**src/rtl/vga_sync_stream.sv**
```systemverilog
// vga_sync_stream: VGA timing generator producing the registered coordinate/sync stream and a frame counter.
module vga_sync_stream #(
  parameter int   H_ACTIVE = 640,
  parameter int   H_FP     = 16,
  parameter int   H_SYNC   = 96,
  parameter int   H_BP     = 48,
  parameter int   V_ACTIVE = 480,
  parameter int   V_FP     = 10,
  parameter int   V_SYNC   = 2,
  parameter int   V_BP     = 33,
  parameter logic HS_POL   = 1'b0,
  parameter logic VS_POL   = 1'b0
) (
  input  logic        px_clk,
  input  logic        reset_n,
  input  logic        en,
  output logic [22:0] strVGA,
  output logic [7:0]  frame_cnt
);
  localparam int H_TOTAL = H_ACTIVE + H_FP + H_SYNC + H_BP;
  localparam int V_TOTAL = V_ACTIVE + V_FP + V_SYNC + V_BP;
  logic [9:0]  hc_q, vc_q, hc_d, vc_d;
  logic [7:0]  frame_cnt_d;
  logic [22:0] str_d;
  logic        h_end, v_end, av, hs, vs;
  // Decode uses the current counters, so the registered stream lags them by one edge.
  always_comb begin
    h_end       = int'(hc_q) == H_TOTAL - 1;
    v_end       = int'(vc_q) == V_TOTAL - 1;
    hc_d        = h_end ? 10'd0 : hc_q + 10'd1;
    vc_d        = h_end ? (v_end ? 10'd0 : vc_q + 10'd1) : vc_q;
    frame_cnt_d = (h_end && v_end) ? frame_cnt + 8'd1 : frame_cnt;
    av          = (int'(hc_q) < H_ACTIVE) && (int'(vc_q) < V_ACTIVE);
    hs          = (int'(hc_q) >= H_ACTIVE + H_FP && int'(hc_q) < H_ACTIVE + H_FP + H_SYNC) ? HS_POL : ~HS_POL;
    vs          = (int'(vc_q) >= V_ACTIVE + V_FP && int'(vc_q) < V_ACTIVE + V_FP + V_SYNC) ? VS_POL : ~VS_POL;
    str_d       = {av, vs, hs, vc_q, hc_q};
  end
  always_ff @(posedge px_clk or negedge reset_n) begin
    if (!reset_n) begin
      hc_q      <= '0;
      vc_q      <= '0;
      frame_cnt <= '0;
      strVGA    <= {1'b0, ~VS_POL, ~HS_POL, 20'd0};
    end else if (en) begin
      hc_q      <= hc_d;
      vc_q      <= vc_d;
      frame_cnt <= frame_cnt_d;
      strVGA    <= str_d;
    end
  end
endmodule
```
**config.mk**
```make
export PLATFORM = sky130hd
export DESIGN_NAME = vga_sync_stream
export DESIGN_NICKNAME = d
export VERILOG_FILES = /design/src/rtl/vga_sync_stream.sv
export SDC_FILE = /design/constraint.sdc
export NUM_CORES = 1
export LEC_CHECK = 0
export CELL_PAD_IN_SITES_DETAIL_PLACEMENT = 1
export CELL_PAD_IN_SITES_GLOBAL_PLACEMENT = 1
export CORE_MARGIN = 4
export CORE_UTILIZATION = 39
export DETAILED_ROUTE_END_ITERATION = 12
export HOLD_SLACK_MARGIN = 0.03
export PLACE_DENSITY_LB_ADDON = 0.1
export SLEW_MARGIN = 40
export SYNTH_ARGS = -nofsm -noshare
export SYNTH_HDL_FRONTEND = slang
export SYNTH_SLANG_ARGS = --single-unit
```
**constraint.sdc**
```tcl
create_clock -name px_clk -period 1.7 [get_ports px_clk]
set_input_delay 0.34 -clock px_clk [delete_from_list [all_inputs] [get_ports px_clk]]
set_output_delay 0.34 -clock px_clk [all_outputs]
set_load 0.01 [all_outputs]
```
==> results of run 1 <==
==> what timing repair did <==
action                     CTS  global route
pin swaps                    0             5
hold endpoints to repair     0             2
setup buffers                0             5
setup endpoints to repair    4             9
gates cloned                 0             0
resized for setup            2            17
hold buffers                 0             1
==> worst max-delay path, stage by stage, from the launching register on <==
cell,delay (ns)
dfrtp_1,0.40
inv_2,0.09
ha_4,0.13
and4bb_2,0.27
nand3_4,0.17
nor2_4,0.18
mux2_4,0.31
==> placed cells by master, fill, tap and decap left out, types with 2 or more instances in the layout <==
| master | synthesis | final |
|---|---|---|
| a21oi_1 | 4 | 4 |
| a31oi_1 | 2 | 2 |
| and2_1 | 3 | 2 |
| and3_1 | 4 | 4 |
| and3_2 | 3 | 3 |
| and4_1 | 2 | 2 |
| and4bb_2 | 1 | 2 |
| buf_12 | 0 | 2 |
| buf_4 | 0 | 33 |
| clkbuf_8 | 0 | 7 |
| clkdlybuf4s50_1 | 0 | 30 |
| dfrtp_1 | 49 | 47 |
| dfrtp_2 | 0 | 2 |
| dfstp_2 | 2 | 2 |
| dlygate4sd2_1 | 0 | 2 |
| ha_1 | 5 | 3 |
| inv_1 | 7 | 5 |
| inv_2 | 0 | 2 |
| mux2_2 | 21 | 20 |
| mux2i_1 | 3 | 3 |
| nand2_1 | 11 | 11 |
| nand3_1 | 8 | 8 |
| nand4_1 | 9 | 9 |
| nor2_1 | 5 | 4 |
| nor3_1 | 3 | 3 |
| nor4_4 | 0 | 2 |
| o21ai_0 | 4 | 4 |
| o22ai_1 | 2 | 2 |
| xnor2_1 | 8 | 8 |
| xor2_1 | 9 | 9 |
==> power breakdown <==
group,internal [mW],switching [mW]
logic,0.319,0.275
clock network,0.371,0.391
registers,1.34,0.0743
==> how the worst max path moves through the flow <==
stage / to / depth (start not counted) / start / slack [ns]
6_report: frame_cnt[1]$_DFFE_PN0P_ / 6 / vc_q[1]$_DFFE_PN0P_ / 0.05
5_1_grt: frame_cnt[5]$_DFFE_PN0P_ / 6 / vc_q[1]$_DFFE_PN0P_ / -0.03
4_1_cts: frame_cnt[5]$_DFFE_PN0P_ / 6 / vc_q[1]$_DFFE_PN0P_ / -0.01
3_5_place_dp: frame_cnt[5]$_DFFE_PN0P_ / 6 / en / -0.27
3_3_place_gp: frame_cnt[7]$_DFFE_PN0P_ / 6 / en / -0.16
2_1_floorplan: vc_q[3]$_DFFE_PN0P_ / 7 / hc_q[0]$_DFFE_PN0P_ / 0.11
==> stage by stage <==
step	area (sq um)	setup TNS, ns	power [mW]	cells
3_3_place_gp	2943	-2.477	2.002	318
5_1_grt	3158	-0.04857	2.920	332
3_5_place_dp	2943	-3.490	2.035	318
6_report	3158	0	2.768	332
4_1_cts	3044	-0.02172	2.804	326
2_1_floorplan	2326	0	1.673	190
==> layout make-up <==
type	instances	area, sq um	area share [%]
tap	72	90.09	2.853
inverter	7	26.28	0.8320
timing repair buffer	69	620.6	19.65
clock buffer	7	96.34	3.051
multi-input combinational	125	1036	32.80
sequential	51	1281	40.57
clock inverter	1	7.507	0.2377
==> registers in the layout, summed over array words and instances (netlist names) <==
signal,count
strVGA,23
hc_q,10
vc_q,10
frame_cnt,8
==> layer usage <==
metal | up-vias | part of all wire [%] | track usage [%]
met5 | - | 0 | 0
met4 | 0 | 0.67 | 3.309
met2 | 25 | 50 | 26.98
met3 | 4 | 2.9 | 3.301
li1 | 816 | - | -
met1 | 866 | 46 | 21.15
==> cells by family (layout without fill, tap and decap cells) <==
family / Yosys count / count (layout)
XOR/XNOR: 17 / 17
flip-flops: 51 / 51
AO/OA/AOI/OAI: 17 / 17
adder cells (fa/ha/maj): 5 / 5
multiplexers: 24 / 24
AND/OR/NAND/NOR: 62 / 62
buffers and inverters: 14 / 84
==> impl_metrics.toml, run 1 <==
[grt]
grt-ovfl-total = 0
grt_antenna_before_repair = 0
grt_pass1_wl_um = 9370
first_global_vias = 1856
grt_max_degree = 52
grt_usage_pct = 15.95

[synthesis]
ys_top_cells_by_area = "dfrtp_1 53%, mux2_2 10%, xor2_1 3.4%, xnor2_1 3.0%, ha_1 2.7%"
synth_top_family_by_area = "simple AND/OR/NAND/NOR gates"
yosysMostFrequentCell = "dfrtp_1"
yosysWarnings = 0
yosys.area.top_type_share_pct = 52.72
synth_edf_count = 0
yosys.area_share.simple_pct = 16.84
syn-num-nets = 198
syn_area_per_cell_sq_um = 12.24
synth-seq-area-share_pct = 54.98
synthArstFlopShare_pct = 100.0
synth-compound-area-share_pct = 4.411
synthMuxAreaShare_pct = 11.46
synth_ff_type = "dfrtp_1"
ys_ff_latch = 51
synth.distinct_cells = 42
synth-xor-area-share_pct = 6.401
synth_area_sq_mm = 0.002326
yosys.area.top_type = "dfrtp_1"
synth_cells = 190
synthAdderAreaFrac_pct = 2.690
synth_commonest_cells = "49 x dfrtp_1, 21 x mux2_2, 11 x nand2_1, 9 x nand4_1, 9 x xor2_1"

[critical_path]
path_class = "flop to flop"
end_kind = "flop"
crit_fanout = 8
cp.arrival_ns = 1.83
startpoint_type = "flop"
r2r-start = "vc_q[1]$_DFFE_PN0P_"
r2r_cells = 6
required_ns = 1.88
rrSetupSlack_ns = 0.05
r2r_end = "frame_cnt[1]$_DFFE_PN0P_"

[cts]
clock_path_buffers = 2
cts_inserted_buffers = 5
htree_levels = 2
clkLatencyLatePin_ns = 0.30
tritoncts = "built"
clkTransAtPathRegs_ns = 0.09
clockRootBuffer = "clkbuf_8"
clkSinkCount = 51

[timing]
slew_headroom_pct = 78.60
final.min_clock_period_ns = 1.650
skew_ns = 0.007524
worstMarginPinSlew_ns = 0.3166
max_freq_mhz = 605.9
holdWs_ns = 0.5042
hold_viol = 0
rsz0062_at_grt = "true"
period_share_pct = 97.08
final-setup-viol-count = 0
fin_ws_ns = 0.04966
slew_viol_final = 0

[routing]
drcViolationCount = 0
dr_total_vias = 1711
routedWlPerCell_um = 16.69
wirelength_um = 5542
vias_per_cell = 5.154
drt_first_pass_iters = 4
detail_route.iter0.violations = 56
antenna_violating_nets_post_route = 0

[hold_path]
min_from = "frame_cnt[7]$_DFFE_PN0P_"
worstHoldEndpoint = "frame_cnt[7]$_DFFE_PN0P_"
whs_path_depth = 1
holdCritPathClass = "flop to flop"

[finish]
fin_nets = 267
diodes = 0
area_delta_synth_final_pct = 35.77
fillers = 586
final_util_pct = 55.98
drive_above_1_share_pct = 33.46

[floorplan]
die-area_sq_mm = 0.007263
ios = 34
core_area_sq_mm = 0.005642
chipHeight_um = 85.23
placementRows = 27
start_util_pct = 41.23
fp.dieW_um = 85.23

[outcome]
status = "complete, no violations"

[power]
irDropWorstVdd_mv = 0.4517
p_leak_nw = 1.491
power.density_mw_per_mm2 = 876.6

[placed_design]
io_buffers = 33
place_ws_ns = -0.2727
globalplace.congestion = 0.8568
dpl.hpwl_um = 3968

[run]
cap_viol_max_count = 0
No activity file was read; power rests on OpenSTA's default activity.
==> run 2: changes to the inputs <==
Settings changed: CAP_MARGIN set to 10, SETUP_SLACK_MARGIN set to 0.1.
==> run 2 against run 1 <==
  * Register-to-register slack is essentially flat
  * Routed wire length grew 6.4%
  * Count of clock-buffer cells in the layout is the same
  * Power grew 0.40%
  * Critical endpoint is now frame_cnt[6]$_DFFE_PN0P_
  * Largest power group unchanged
  * Highest routed layer unchanged
==> impl_metrics.toml, run 2 (synthesis gave the netlist of run 1 again) <==
[outcome]
status = "complete, no violations"

[finish]
multi_input_area_sq_mm = 0.001069
seq_area_sq_mm = 0.001280
fin_nets = 274
largest_register = "strVGA"
top_regs = "strVGA: 23 flops, hc_q: 10 flops, vc_q: 10 flops"
diodes = 0
fillers = 583
layout_common_cells = "48 x dfrtp_1, 37 x buf_4, 23 x clkdlybuf4s50_1"
largest_reg_flops = 23
drive_above_1_share_pct = 36.33
area_delta_synth_final_pct = 40.61
final_common_cell = "dfrtp_1"

[hold_path]
min_from = "frame_cnt[7]$_DFFE_PN0P_"
worstHoldEndpoint = "frame_cnt[7]$_DFFE_PN0P_"
holdCritPathClass = "flop to flop"
whs_path_depth = 1

[grt]
grt_pass1_wl_um = 9860
grt_antenna_before_repair = 0
met1_usage_pct = 21.99
grtUsageMet2_pct = 29.10
grtUsageMet3_pct = 3.301
first_global_vias = 1929
grt_max_degree = 52
grt_busiest_layer = "met2"
grt-ovfl-total = 0
grt_usage_pct = 16.80

[power]
internal-power_mw = 2.036
p_leak_nw = 1.699
p_clk_share_pct = 27.4
sw_frac_of_total_pct = 26.73
power_switching_uw = 743.0
irDropWorstVdd_mv = 0.4521
p_seq_share_pct = 50.8
p_comb_share_pct = 21.8
power.density_mw_per_mm2 = 849.8

[critical_path]
r2r_cells = 7
crit_fanout = 4
end_kind = "flop"
rrSetupSlack_ns = 0.06
startpoint_type = "flop"
cp.arrival_ns = 1.86
required_ns = 1.92
r2r-start = "hc_q[1]$_DFFE_PN0P_"
r2r_end = "frame_cnt[6]$_DFFE_PN0P_"
path_class = "flop to flop"

[timing]
skew_ns = 0.007633
period_share_pct = 96.70
rsz0062_at_grt = "true"
final.min_clock_period_ns = 1.644
final-setup-viol-count = 0
holdWs_ns = 0.4756
max_freq_mhz = 608.3
slew_headroom_pct = 79.26
hold_viol = 0
worstMarginPinSlew_ns = 0.3067
tns_ns = 0
slew_viol_final = 0

[cts]
clkSinkCount = 51
clockRootBuffer = "clkbuf_8"
htree_levels = 2
tritoncts = "built"
cts_inserted_buffers = 5
clkTransAtPathRegs_ns = 0.09
clkLatencyLatePin_ns = 0.30
clock_path_buffers = 2

[floorplan]
ios = 34
placementRows = 27
start_util_pct = 41.23
fp.dieW_um = 85.23
chipHeight_um = 85.23
die-area_sq_mm = 0.007263
core_area_sq_mm = 0.005642

[routing]
detail_route.iter0.violations = 55
routedWlPerCell_um = 17.40
antenna_violating_nets_post_route = 0
drcViolationCount = 0
drt_first_pass_iters = 4
vias_per_cell = 5.171
wirelength_um = 5897
dr_total_vias = 1753

[placed_design]
io_buffers = 33
globalplace.congestion = 0.8568
dpl.hpwl_um = 3968

[run]
cap_viol_max_count = 0
## run 2: changes by cell type in the layout (fill, tap and decap cells not counted), moves of 2 or more
cell,previous run,this run
nor3_1,3,1
dlymetal6s2s_1,0,7
buf_6,0,3
buf_4,33,37
clkdlybuf4s50_1,30,23
## run 2: layout make-up
cell class	instances	area share [%]
clock buffer	7	2.946
sequential	51	39.14
inverter	7	0.8034
multi-input combinational	125	32.67
timing repair buffer	76	21.46
clock inverter	1	0.2295
tap	72	2.754
## run 2: worst max-delay path, stage by stage (launching register included)
cell and delay, ns:
dfrtp_1 0.36, ha_2 0.19, and2_4 0.18, buf_6 0.10
nand4_1 0.09, buf_6 0.16, nor4_4 0.30, xor2_1 0.19
## run 2: through the flow
step	power [mW]	cells	setup slack, ns	utilization, %	instance area (sq um)
2_1_floorplan	1.673	190	0.1146	-	2326
3_3_place_gp	2.002	318	-0.1575	52.16	2943
3_5_place_dp	2.035	318	-0.2727	52.16	2943
4_1_cts	2.807	334	0.05380	55.69	3142
5_1_grt	2.925	339	-0.05284	57.97	3271
6_report	2.779	339	0.05608	57.97	3271
## run 2: repair_timing
action | 4_1_cts | 5_1_grt
endpoints found under the hold margin | 0 | 2
endpoints found under the setup margin | 15 | 18
gates resized for setup | 10 | 24
hold buffers | 0 | 1
pin swaps | 3 | 10
gates cloned | 0 | 0
buffers inserted | 8 | 4
## run 2: metal layers
layer / part of all wire, % / vias up
met2: 52 / 24
met1: 44 / 895
li1: - / 830
met5: 0 / -
met3: 2.7 / 4
met4: 0.64 / 0
## run 2: power groups by stage
stage	clock network [mW]	registers, mW	logic, mW
floorplan	0	1.50	0.177
global placement	0	1.43	0.577
detailed placement	0	1.44	0.596
CTS	0.791	1.41	0.602
global route	0.834	1.43	0.661
finish	0.761	1.41	0.606
## run 2: how the worst max path moves through the flow
stage,cells after the start,to,slack (ns),from
floorplan,7,vc_q[3]$_DFFE_PN0P_,0.11,hc_q[0]$_DFFE_PN0P_
global route,7,frame_cnt[6]$_DFFE_PN0P_,-0.05,hc_q[0]$_DFFE_PN0P_
finish,7,frame_cnt[6]$_DFFE_PN0P_,0.06,hc_q[1]$_DFFE_PN0P_
CTS,7,frame_cnt[4]$_DFFE_PN0P_,0.05,vc_q[1]$_DFFE_PN0P_
detailed placement,6,frame_cnt[5]$_DFFE_PN0P_,-0.27,en
global placement,6,frame_cnt[7]$_DFFE_PN0P_,-0.16,en
==> run 3: changes to the inputs <==
Settings changed: CELL_PAD_IN_SITES_DETAIL_PLACEMENT 1 to unset, CELL_PAD_IN_SITES_GLOBAL_PLACEMENT 1 to unset, CORE_MARGIN 4 to unset, CORE_UTILIZATION 39 to 48, PLACE_DENSITY set to 0.75, PLACE_DENSITY_LB_ADDON 0.1 to unset.
==> run 3 against run 2 <==
  * Power shrank 3.2%
  * Clock skew grew 0.0013 ns
  * Worst hold slack gained 0.011 ns
  * Core utilization grew 13 points
  * Highest routed layer unchanged
  * Largest power group unchanged
  * Via count grew 0.40%
  * Final area shrank 2.4%
  * Sequential share of layout area grew 1.0 points
  * Critical endpoint is now frame_cnt[1]$_DFFE_PN0P_
==> impl_metrics.toml, run 3 (synthesis gave the netlist of run 1 again) <==
[grt]
first_global_vias = 1632
grt_max_degree = 52
grt-ovfl-total = 0
grt_usage_pct = 19.72
grt_pass1_wl_um = 7693
grt_antenna_before_repair = 0

[critical_path]
crit_fanout = 5
required_ns = 1.90
end_kind = "flop"
crit_path_end = "frame_cnt[1]$_DFFE_PN0P_"
startpoint = "vc_q[0]$_DFFE_PN0P_"
r2r_cells = 7
path_class = "flop to flop"
cp.arrival_ns = 1.86
r2r-start = "vc_q[0]$_DFFE_PN0P_"
rrSetupSlack_ns = 0.04
startpoint_type = "flop"
r2r_end = "frame_cnt[1]$_DFFE_PN0P_"

[routing]
antenna_violating_nets_post_route = 0
detail_route.iter0.violations = 144
vias_per_cell = 5.552
drcViolationCount = 0
routedWlPerCell_um = 15.78
wirelength_um = 5001
dr_total_vias = 1760
drt_first_pass_iters = 4

[placed_design]
dp.cells = 294
dpl.hpwl_um = 3082
io_buffers = 33
globalplace.congestion = 0.8611

[power]
irDropWorstVdd_mv = 0.5515
p_leak_nw = 1.610
p_total_mw = 2.691
power.density_mw_per_mm2 = 843.3

[finish]
layout_common_cells = "47 x dfrtp_1, 38 x buf_4, 26 x clkdlybuf4s50_1"
diodes = 0
largest_register = "strVGA"
fin_nets = 272
final_common_cell = "dfrtp_1"
instances_no_fill = 317
top_regs = "strVGA: 23 flops, hc_q: 10 flops, vc_q: 10 flops"
area_delta_synth_final_pct = 37.17
drive_above_1_share_pct = 35.47
largest_reg_flops = 23

[timing]
max_freq_mhz = 603.8
holdWs_ns = 0.4868
period_share_pct = 97.42
final-setup-viol-count = 0
worstMarginPinSlew_ns = 0.2787
final.min_clock_period_ns = 1.656
hold_viol = 0
slew_viol_final = 0
slew_headroom_pct = 81.25
rsz0062_at_grt = "true"
skew_ns = 0.008895

[floorplan]
die-area_sq_mm = 0.005128
start_util_pct = 51.64
placementRows = 24
chipHeight_um = 71.61
ios = 34
fp.dieW_um = 71.61
core_area_sq_mm = 0.004504

[cts]
clkSinkCount = 51
clkTransAtPathRegs_ns = 0.09
tritoncts = "built"
clock_path_buffers = 2
clockRootBuffer = "clkbuf_8"
clkLatencyLatePin_ns = 0.31
cts_inserted_buffers = 5
htree_levels = 2

[outcome]
status = "complete, no violations"

[hold_path]
min_from = "frame_cnt[7]$_DFFE_PN0P_"
holdCritPathClass = "flop to flop"

[run]
cap_viol_max_count = 0
-- run 3: worst min path at each step --
stage / end / cells after the start
finish: frame_cnt[7]$_DFFE_PN0P_ / 1
global route: frame_cnt[7]$_DFFE_PN0P_ / 1
floorplan: frame_cnt[0]$_DFFE_PN0P_ / 0
detailed placement: strVGA[17]$_DFFE_PN0P_ / 2
global placement: strVGA[17]$_DFFE_PN0P_ / 2
CTS: frame_cnt[7]$_DFFE_PN0P_ / 1
-- run 3: where the power goes --
part	switching [mW]	leakage, nW	internal (mW)
Sequential	0.0643	0.667	1.34
Combinational	0.260	0.894	0.308
Clock	0.393	0.0482	0.329
-- run 3: critical path: stages (launching register included) --
cell and delay, ns:
dfrtp_1 0.40, inv_2 0.08, ha_4 0.13, and4bb_2 0.26, nand3_4 0.12, buf_12 0.17
nor2_4 0.09, mux2_4 0.30
-- run 3: cell type report --
type | count | area, sq um
clock inverters | 1 | 5.005
flip-flops and latches | 51 | 1281
fillers | 319 | 1314
inverters | 7 | 26.28
multi-input cells | 125 | 1059
clock buffers | 7 | 86.33
repair buffers | 74 | 668.1
well taps | 52 | 65.06
-- run 3: layer usage --
layer,vias to the layer above,wire [um],GRT usage (%)
met5,-,0,0
met4,0,69,7.625
met3,6,224,4.219
met2,48,2282,29.56
met1,876,2425,28.28
li1,830,-,-
-- run 3: stage by stage --
| step | worst slack (ns) | TNS [ns] | area (sq um) | utilization, % |
|---|---|---|---|---|
| after floorplan | 0.1146 | 0 | 2326 | - |
| after global placement | -0.1263 | -1.146 | 2875 | 63.83 |
| after detailed placement | -0.1467 | -1.874 | 2875 | 63.83 |
| after CTS | 0.03757 | 0 | 3050 | 67.72 |
| after global routing | -0.07205 | -0.2195 | 3191 | 70.83 |
| final | 0.04382 | 0 | 3191 | 70.83 |
-- run 3: timing repair --
item | in CTS | in global routing
hold endpoints to repair | 49 | 0
pin swaps | 2 | 8
hold buffers | 1 | 0
setup buffers | 7 | 7
resized for setup | 8 | 20
setup endpoints to repair | 15 | 20
